--- config.mk ---
export PLATFORM = sky130hd
export DESIGN_NAME = serving_uart_loader
export DESIGN_NICKNAME = d
export VERILOG_FILES = /design/src/rtl/serving_uart_loader.sv
export SDC_FILE = /design/constraint.sdc
export NUM_CORES = 1
export LEC_CHECK = 0
export BUFFER_PORTS_ARGS = -buffer_cell sky130_fd_sc_hd__buf_2
export CAP_MARGIN = 20
export CORE_AREA = 5 5 146 92
export CTS_CLUSTER_SIZE = 16
export DETAILED_ROUTE_END_ITERATION = 10
export DIE_AREA = 0 0 151 97
export GPL_TIMING_DRIVEN = 0
export PLACE_DENSITY_LB_ADDON = 0.3
export SLEW_MARGIN = 40
export SYNTH_ARGS = -nofsm -noshare
export SYNTH_HDL_FRONTEND = slang
export SYNTH_SLANG_ARGS = --single-unit
--- constraint.sdc ---
create_clock -name i_clk -period 4.3 [get_ports i_clk]
set_clock_uncertainty 0.1 [all_clocks]
set_input_delay 0 -clock i_clk [delete_from_list [all_inputs] [get_ports i_clk]]
set_output_delay 0 -clock i_clk [all_outputs]
set_load 0.005 [all_outputs]
--- src/rtl/serving_uart_loader.sv ---
// UART 8N1 boot loader: receives a length-prefixed image and writes it into RAM over Wishbone.
// Optional trailing checksum byte enabled by defining SERVING_LOADER_CHECKSUM_EN.
module serving_uart_loader #(
    parameter int aw      = 8,
    parameter int clk_div = 434
) (
    input  logic          i_clk,
    input  logic          i_rst,
    input  logic          i_rx,
    output logic [aw-3:0] o_wb_adr,
    output logic [31:0]   o_wb_dat,
    output logic [3:0]    o_wb_sel,
    output logic          o_wb_we,
    output logic          o_wb_stb,
    input  logic          i_wb_ack,
    output logic          o_cpu_rst,
    output logic          o_done,
    output logic          o_err
);
    localparam logic [15:0] BIT_TICKS  = 16'(clk_div - 1);
    localparam logic [15:0] HALF_TICKS = 16'(clk_div / 2 - 1);
    localparam logic [31:0] MAX_LEN    = 32'(1) << aw;

    typedef enum logic [1:0] {RX_IDLE, RX_START, RX_DATA, RX_STOP} rx_state_t;
    typedef enum logic [2:0] {
        ST_LEN0, ST_LEN1, ST_DATA, ST_WRITE,
`ifdef SERVING_LOADER_CHECKSUM_EN
        ST_CSUM,
`endif
        ST_DONE, ST_ERR
    } state_t;

`ifdef SERVING_LOADER_CHECKSUM_EN
    localparam state_t ST_TAIL = ST_CSUM;
`else
    localparam state_t ST_TAIL = ST_DONE;
`endif

    function automatic logic [31:0] put_lane(input logic [31:0] word, input logic [1:0] lane,
                                             input logic [7:0] b);
        logic [31:0] r;
        r = word;
        r[{lane, 3'b000} +: 8] = b;
        return r;
    endfunction

    logic      rx_meta_r, rx_sync_r, rx_prev_r;
    rx_state_t rx_st_r;
    logic [15:0] rx_cnt_r;
    logic [2:0]  rx_bit_r;
    logic [7:0]  rx_shift_r;
    logic        rx_valid_r, rx_ferr_r;

    state_t      st_r;
    logic [7:0]  buf_r;
    logic        buf_full_r;
    logic [7:0]  len_lo_r;
    logic [15:0] rem_r;
    logic [1:0]  lane_r;
`ifdef SERVING_LOADER_CHECKSUM_EN
    logic [7:0]  sum_r;
`endif
    logic        take_s;
    logic [15:0] len_s;
    logic        fault_s;

    // Two-flop synchroniser plus one delay stage for start-edge detection
    always_ff @(posedge i_clk or posedge i_rst) begin
        if (i_rst) begin
            rx_meta_r <= 1'b1;
            rx_sync_r <= 1'b1;
            rx_prev_r <= 1'b1;
        end else begin
            rx_meta_r <= i_rx;
            rx_sync_r <= rx_meta_r;
            rx_prev_r <= rx_sync_r;
        end
    end

    // UART receiver: start-edge, mid-bit sampling, one-cycle byte/framing-error pulses
    always_ff @(posedge i_clk or posedge i_rst) begin
        if (i_rst) begin
            rx_st_r    <= RX_IDLE;
            rx_cnt_r   <= 16'd0;
            rx_bit_r   <= 3'd0;
            rx_shift_r <= 8'd0;
            rx_valid_r <= 1'b0;
            rx_ferr_r  <= 1'b0;
        end else begin
            rx_valid_r <= 1'b0;
            rx_ferr_r  <= 1'b0;
            case (rx_st_r)
                RX_IDLE: begin
                    if (rx_prev_r && !rx_sync_r) begin
                        rx_st_r  <= RX_START;
                        rx_cnt_r <= HALF_TICKS;
                    end
                end
                RX_START: begin
                    if (rx_cnt_r == 16'd0) begin
                        if (rx_sync_r) begin
                            rx_st_r <= RX_IDLE;
                        end else begin
                            rx_st_r  <= RX_DATA;
                            rx_cnt_r <= BIT_TICKS;
                            rx_bit_r <= 3'd0;
                        end
                    end else begin
                        rx_cnt_r <= rx_cnt_r - 16'd1;
                    end
                end
                RX_DATA: begin
                    if (rx_cnt_r == 16'd0) begin
                        rx_shift_r <= {rx_sync_r, rx_shift_r[7:1]};
                        rx_cnt_r   <= BIT_TICKS;
                        if (rx_bit_r == 3'd7) begin
                            rx_st_r <= RX_STOP;
                        end else begin
                            rx_bit_r <= rx_bit_r + 3'd1;
                        end
                    end else begin
                        rx_cnt_r <= rx_cnt_r - 16'd1;
                    end
                end
                RX_STOP: begin
                    if (rx_cnt_r == 16'd0) begin
                        rx_valid_r <= rx_sync_r;
                        rx_ferr_r  <= !rx_sync_r;
                        rx_st_r    <= RX_IDLE;
                    end else begin
                        rx_cnt_r <= rx_cnt_r - 16'd1;
                    end
                end
                default: rx_st_r <= RX_IDLE;
            endcase
        end
    end

    // Holding buffer is drained only in states that consume bytes
    always_comb begin
        take_s = 1'b0;
        case (st_r)
            ST_LEN0, ST_LEN1, ST_DATA: take_s = buf_full_r;
`ifdef SERVING_LOADER_CHECKSUM_EN
            ST_CSUM: take_s = buf_full_r;
`endif
            default: take_s = 1'b0;
        endcase
        len_s   = {buf_r, len_lo_r};
        fault_s = (st_r != ST_DONE) && (st_r != ST_ERR) &&
                  (rx_ferr_r || (rx_valid_r && buf_full_r && !take_s));
    end

    // Main loader FSM with registered Wishbone and status outputs
    always_ff @(posedge i_clk or posedge i_rst) begin
        if (i_rst) begin
            st_r       <= ST_LEN0;
            buf_r      <= 8'd0;
            buf_full_r <= 1'b0;
            len_lo_r   <= 8'd0;
            rem_r      <= 16'd0;
            lane_r     <= 2'd0;
`ifdef SERVING_LOADER_CHECKSUM_EN
            sum_r      <= 8'd0;
`endif
            o_wb_adr   <= '0;
            o_wb_dat   <= 32'd0;
            o_wb_sel   <= 4'd0;
            o_wb_we    <= 1'b0;
            o_wb_stb   <= 1'b0;
            o_cpu_rst  <= 1'b1;
            o_done     <= 1'b0;
            o_err      <= 1'b0;
        end else begin
            o_done    <= (st_r == ST_DONE);
            o_err     <= (st_r == ST_ERR);
            o_cpu_rst <= (st_r != ST_DONE);

            if (rx_valid_r) begin
                buf_r      <= rx_shift_r;
                buf_full_r <= 1'b1;
            end else if (take_s) begin
                buf_full_r <= 1'b0;
            end
`ifdef SERVING_LOADER_CHECKSUM_EN
            if (take_s) begin
                sum_r <= sum_r + buf_r;
            end
`endif

            if (fault_s) begin
                st_r     <= ST_ERR;
                o_wb_stb <= 1'b0;
                o_wb_we  <= 1'b0;
            end else begin
                case (st_r)
                    ST_LEN0: begin
                        if (take_s) begin
                            len_lo_r <= buf_r;
                            st_r     <= ST_LEN1;
                        end
                    end
                    ST_LEN1: begin
                        if (take_s) begin
                            rem_r <= len_s;
                            if ({16'd0, len_s} > MAX_LEN) begin
                                st_r <= ST_ERR;
                            end else if (len_s == 16'd0) begin
                                st_r <= ST_TAIL;
                            end else begin
                                st_r <= ST_DATA;
                            end
                        end
                    end
                    ST_DATA: begin
                        if (take_s) begin
                            o_wb_dat         <= put_lane(o_wb_dat, lane_r, buf_r);
                            o_wb_sel[lane_r] <= 1'b1;
                            lane_r           <= lane_r + 2'd1;
                            rem_r            <= rem_r - 16'd1;
                            if (lane_r == 2'd3 || rem_r == 16'd1) begin
                                st_r     <= ST_WRITE;
                                o_wb_stb <= 1'b1;
                                o_wb_we  <= 1'b1;
                            end
                        end
                    end
                    ST_WRITE: begin
                        if (i_wb_ack) begin
                            o_wb_stb <= 1'b0;
                            o_wb_we  <= 1'b0;
                            o_wb_sel <= 4'd0;
                            o_wb_dat <= 32'd0;
                            o_wb_adr <= o_wb_adr + (aw-2)'(1);
                            st_r     <= (rem_r != 16'd0) ? ST_DATA : ST_TAIL;
                        end
                    end
`ifdef SERVING_LOADER_CHECKSUM_EN
                    ST_CSUM: begin
                        if (take_s) begin
                            st_r <= (buf_r == sum_r) ? ST_DONE : ST_ERR;
                        end
                    end
`endif
                    ST_DONE, ST_ERR: begin
                        o_wb_stb <= 1'b0;
                        o_wb_we  <= 1'b0;
                    end
                    default: begin
                        st_r     <= ST_ERR;
                        o_wb_stb <= 1'b0;
                        o_wb_we  <= 1'b0;
                    end
                endcase
            end
        end
    end
endmodule
==> metrics.md <==
| Metric | Value |
|---|---|
| Count of pins over their slew limit | `0` |
| Synthesis-stage register bit count | `118` |
| Area of the die | `14650 µm²` |
| Setup slack at placement | `1.864 ns` |
| Total power per unit cell area | `485.4 nW/µm²` |
| Worst-case vdd ir drop | `0.0002931 V` |
| Count of buffers from port buffering | `50` |
| Outcome | `completed` |
| Largest driver fanout on the critical path | `4` |
| Tmin final | `2.547 ns` |
| Class of the most critical setup path | `reg -> reg` |
| Multiplexer fraction of the synthesized cell area | `0.06563` |
| Timing-limited maximum frequency | `392.7 MHz` |
| Number of flops mapped to enable cells by yosys | `0` |
| Via count of the first global-routing pass | `4416` |
| Avg Inst Size Synth | `10.50 µm²` |
| Vertical die dimension | `97 µm` |
| Post-synthesis adder-cell area fraction | `0.03658` |
| Wire length of the first global-routing pass | `23.92 mm` |
| Sum of routed wire length over all layers | `14.64 mm` |
| Horizontal die dimension | `151 µm` |
| ANT nets after route | `0` |
| Antenna violations before repair | `0` |
| Layout Area Growth over Synthesis | `19.24%` |
| Placer's final routability congestion estimate | `0.8973` |
| Final worst-path setup slack | `1.753 ns` |
| Largest family of logic cells by synthesized area | `compound AO/OA/AOI/OAI gates` |
| Actual slew at the worst max-slew pin | `0.7642 ns` |
| Clock tree from TritonCTS | `done` |
| Portion of the clock cycle consumed by the worst path in the final layout | `0.5922` |
| Boundary Pins | `51` |
| Post-Syn Area | `5814 µm²` |
| Cell taking the most area after synthesis | `sky130_fd_sc_hd__dfrtp_1` |
| Type of destination of the critical path | `flop` |
| Compound-Gate Fraction of Synth Area | `0.1747` |
| Simple-gate portion of the synthesized area | `0.1694` |
| Area taken by flip-flops and latches | `2958 µm²` |
| Critical path, cell by cell | `inv_1 -> ha_1 -> nor3b_1 -> nand4_1 -> nor3_1 -> mux2i_1 -> a22oi_1` |
| Detailed-router iteration count before antenna repair | `4` |
| Most used DFF post-synth | `sky130_fd_sc_hd__dfrtp_1` |
| Number of core rows | `31` |
| Area contributors post-synth | `sky130_fd_sc_hd__dfrtp_1, sky130_fd_sc_hd__mux2_2, sky130_fd_sc_hd__a22o_1, sky130_fd_sc_hd__ha_1, sky130_fd_sc_hd__a21oi_1` |
| Detailed placement HPWL | `10.43 mm` |
| Number of distinct library cell variants in the gate-level netlist after synthesis | `69` |
| Fraction of the core area covered by cells at the end of the flow | `0.5841` |
| Post-synthesis xor/xnor area fraction | `0.01054` |
| TritonCTS buffer count | `17` |
| Initial drt markers | `343` |
| FFs w/ async S/R, synth | `1.000` |
| Remaining global-route overflow | `0` |
| Worst-skew pair later-pin latency | `0.41 ns` |
| Family of cells with the greatest summed delay on the critical path | `simple AND/OR/NAND/NOR gates` |
| Per-cell routed wire length | `18.18 µm` |
| CTS H-tree depth | `4` |
| Via density | `5.722` |
| Maximum single-stage delay on the critical path | `0.64 ns` |
| Data arrival, critical path | `2.69 ns` |
| Aggregate negative setup slack | `0 ns` |
| Max cap viols | `0` |
| Post CTS Setup Buffer Count | `0` |
| Starting Density | `0.4899` |
| Syn_nets | `575` |
| Relative slew margins | `0.4906` |
| Final-stage net count | `648` |
| Number of vias after detailed routing | `4606` |
| Final Hold Fails | `0` |
| Synthesized instance count | `554` |
| Critical path buffers and inverters | `1` |
| Clock root cell | `sky130_fd_sc_hd__clkbuf_16` |
| Number of design rule violations left after detail routing | `0` |
| Clock input transition at the sequential cells of the worst setup and hold paths | `0.06 ns` |
| Diodes inserted | `0` |
| Share of synthesized area occupied by flip-flops and latches | `0.5087` |
| Maximum number of pins on one net before global-route repair | `81` |
| Cell count after placement | `770` |
| Required time worst endpoint | `4.45 ns` |
| Slowest CP cell | `sky130_fd_sc_hd__nor3b_1` |
| Fraction of final layout cells with drive strength greater than 1 | `0.2281` |
| Clock tree sinks | `118` |
| Count of placed standard cells in the final layout, fillers left out | `805` |
| Worst hold path class | `in -> reg` |
| Total leakage power | `3.320 nW` |
| Placeable core area | `11870 µm²` |
| Area of the multi-input gates | `2660 µm²` |
| RSZ-0062 raised after global routing | `no` |
| Number of setup violations in the final report | `0` |
| Yosys warns | `0` |
| Gr usage total | `0.2072` |
| Startpoint Class | `flop` |
| Final worst hold slack | `0.1259 ns` |
| Count of fill cells added during filler insertion | `1015` |
| Area fraction of the dominant cell type after synthesis | `0.4906` |
| Maximum number of buffers from clock root to sink | `2` |
-- logic make-up (layout without fill, tap and decap cells) --
group / count (synthesis) / count (layout)
xor gates and xnor gates: 7 / 7
adders and majority gates: 17 / 17
and+or+nand+nor: 180 / 180
buffers and inverters: 47 / 133
muxes: 35 / 35
AOI/OAI and AO/OA: 150 / 150
DFF: 118 / 118
-- power breakdown --
group          switching [mW]  internal [mW]
Clock                   0.523          0.873
Combinational           0.454          0.270
Sequential             0.0689           1.18
Total                    1.05           2.32
-- area by class of cell --
class                           count  share of cell area
Buffer                             25             0.01696
Clock buffer                       19             0.06389
Clock inverter                     13             0.02166
Inverter                           22             0.01299
Multi-Input combinational cell    389              0.3837
Sequential cell                   118              0.4266
Tap cell                          165             0.02978
Timing Repair Buffer               54             0.04440
-- stage by stage --
stage	total power, mW	cell area [µm²]
3_3_place_gp	1.950	6271
4_1_cts	3.369	6929
3_5_place_dp	1.966	6306
5_1_grt	3.547	6933
2_1_floorplan	1.798	5814
6_report	3.365	6933
-- cell usage after synthesis, types with 3 or more instances --
library cell / n
sky130_fd_sc_hd__dfrtp_1: 114
sky130_fd_sc_hd__nand2_1: 45
sky130_fd_sc_hd__a21oi_1: 36
sky130_fd_sc_hd__nor2_1: 35
sky130_fd_sc_hd__o21ai_0: 35
sky130_fd_sc_hd__a22o_1: 27
sky130_fd_sc_hd__mux2_2: 25
sky130_fd_sc_hd__inv_1: 22
sky130_fd_sc_hd__nor3_1: 20
sky130_fd_sc_hd__ha_1: 17
sky130_fd_sc_hd__nand3_1: 13
sky130_fd_sc_hd__clkbuf_1: 12
sky130_fd_sc_hd__mux2i_1: 10
sky130_fd_sc_hd__nand4_1: 8
sky130_fd_sc_hd__a22oi_1: 7
sky130_fd_sc_hd__buf_2: 7
sky130_fd_sc_hd__and2_1: 6
sky130_fd_sc_hd__nand2b_1: 6
sky130_fd_sc_hd__nor4_1: 6
sky130_fd_sc_hd__xnor2_1: 6
sky130_fd_sc_hd__a21o_1: 5
sky130_fd_sc_hd__o31ai_1: 5
sky130_fd_sc_hd__buf_4: 4
sky130_fd_sc_hd__dfstp_2: 4
sky130_fd_sc_hd__o22ai_1: 4
sky130_fd_sc_hd__or2_2: 4
sky130_fd_sc_hd__or3_1: 4
sky130_fd_sc_hd__or4_1: 4
sky130_fd_sc_hd__a221oi_1: 3
sky130_fd_sc_hd__a32o_1: 3
sky130_fd_sc_hd__nor2b_1: 3
sky130_fd_sc_hd__nor3b_1: 3
sky130_fd_sc_hd__o21a_1: 3
-- layout by cell type, fill, tap and decap left out, types with 7 or more instances in the layout --
cell	netlist	layout
sky130_fd_sc_hd__dfrtp_1	114	114
sky130_fd_sc_hd__buf_2	7	57
sky130_fd_sc_hd__nand2_1	45	45
sky130_fd_sc_hd__a21oi_1	36	36
sky130_fd_sc_hd__o21ai_0	35	35
sky130_fd_sc_hd__nor2_1	35	35
sky130_fd_sc_hd__a22o_1	27	27
sky130_fd_sc_hd__mux2_2	25	25
sky130_fd_sc_hd__inv_1	22	21
sky130_fd_sc_hd__nor3_1	20	20
sky130_fd_sc_hd__ha_1	17	17
sky130_fd_sc_hd__clkbuf_16	0	17
sky130_fd_sc_hd__nand3_1	13	13
sky130_fd_sc_hd__clkbuf_1	12	13
sky130_fd_sc_hd__mux2i_1	10	10
sky130_fd_sc_hd__nand4_1	8	8
sky130_fd_sc_hd__a22oi_1	7	7
-- final timing paths --
| check | startpoint | endpoint | slack, ns | depth (start not counted) |
|---|---|---|---|---|
| setup / recovery | rem_r[0]$_DFFE_PP0P_ | rem_r[14]$_DFFE_PP0P_ | 1.75 | 7 |
| hold / removal | i_rx | rx_meta_r$_DFF_PP1_ | 0.13 | 2 |
| setup reg to reg | rem_r[0]$_DFFE_PP0P_ | rem_r[14]$_DFFE_PP0P_ | 1.75 | 7 |
| hold reg to reg | rx_meta_r$_DFF_PP1_ | rx_sync_r$_DFF_PP1_ | 0.27 | 0 |
| max in group asynchronous | i_rst | rx_prev_r$_DFF_PP1_ | 2.76 | 5 |
| min in group asynchronous | i_rst | buf_r[0]$_DFFE_PP0P_ | 0.62 | 4 |
-- state kept, by name (all words and copies together), names as in the netlist, named ones only --
register    cells
o_err           1
lane_r          2
st_r            3
buf_full_r      1
o_wb_stb        1
rx_bit_r        3
o_wb_sel        4
rx_prev_r       1
o_wb_dat       32
o_wb_adr        6
rx_st_r         1
o_done          1
rx_cnt_r       16
rx_meta_r       1
rx_valid_r      1
rx_ferr_r       1
rx_shift_r      8
rx_sync_r       1
o_cpu_rst       1
len_lo_r        8
rem_r          16
buf_r           8
-- repair_timing --
item                       4_1_cts  5_1_grt
resized for setup                0        0
setup endpoints to repair        0        0
hold endpoints to repair       115        0
hold buffers                     3        0
-- routing by layer --
| layer | GRT usage | vias up | wire length [µm] |
|---|---|---|---|
| li1 | - | 2187 | - |
| met1 | 0.3292 | 2243 | 7612 |
| met2 | 0.2766 | 161 | 5909 |
| met3 | 0.06305 | 15 | 982 |
| met4 | 0.03830 | 0 | 131 |
| met5 | 0 | - | 0 |
No activity file was read; power rests on OpenSTA's default activity.
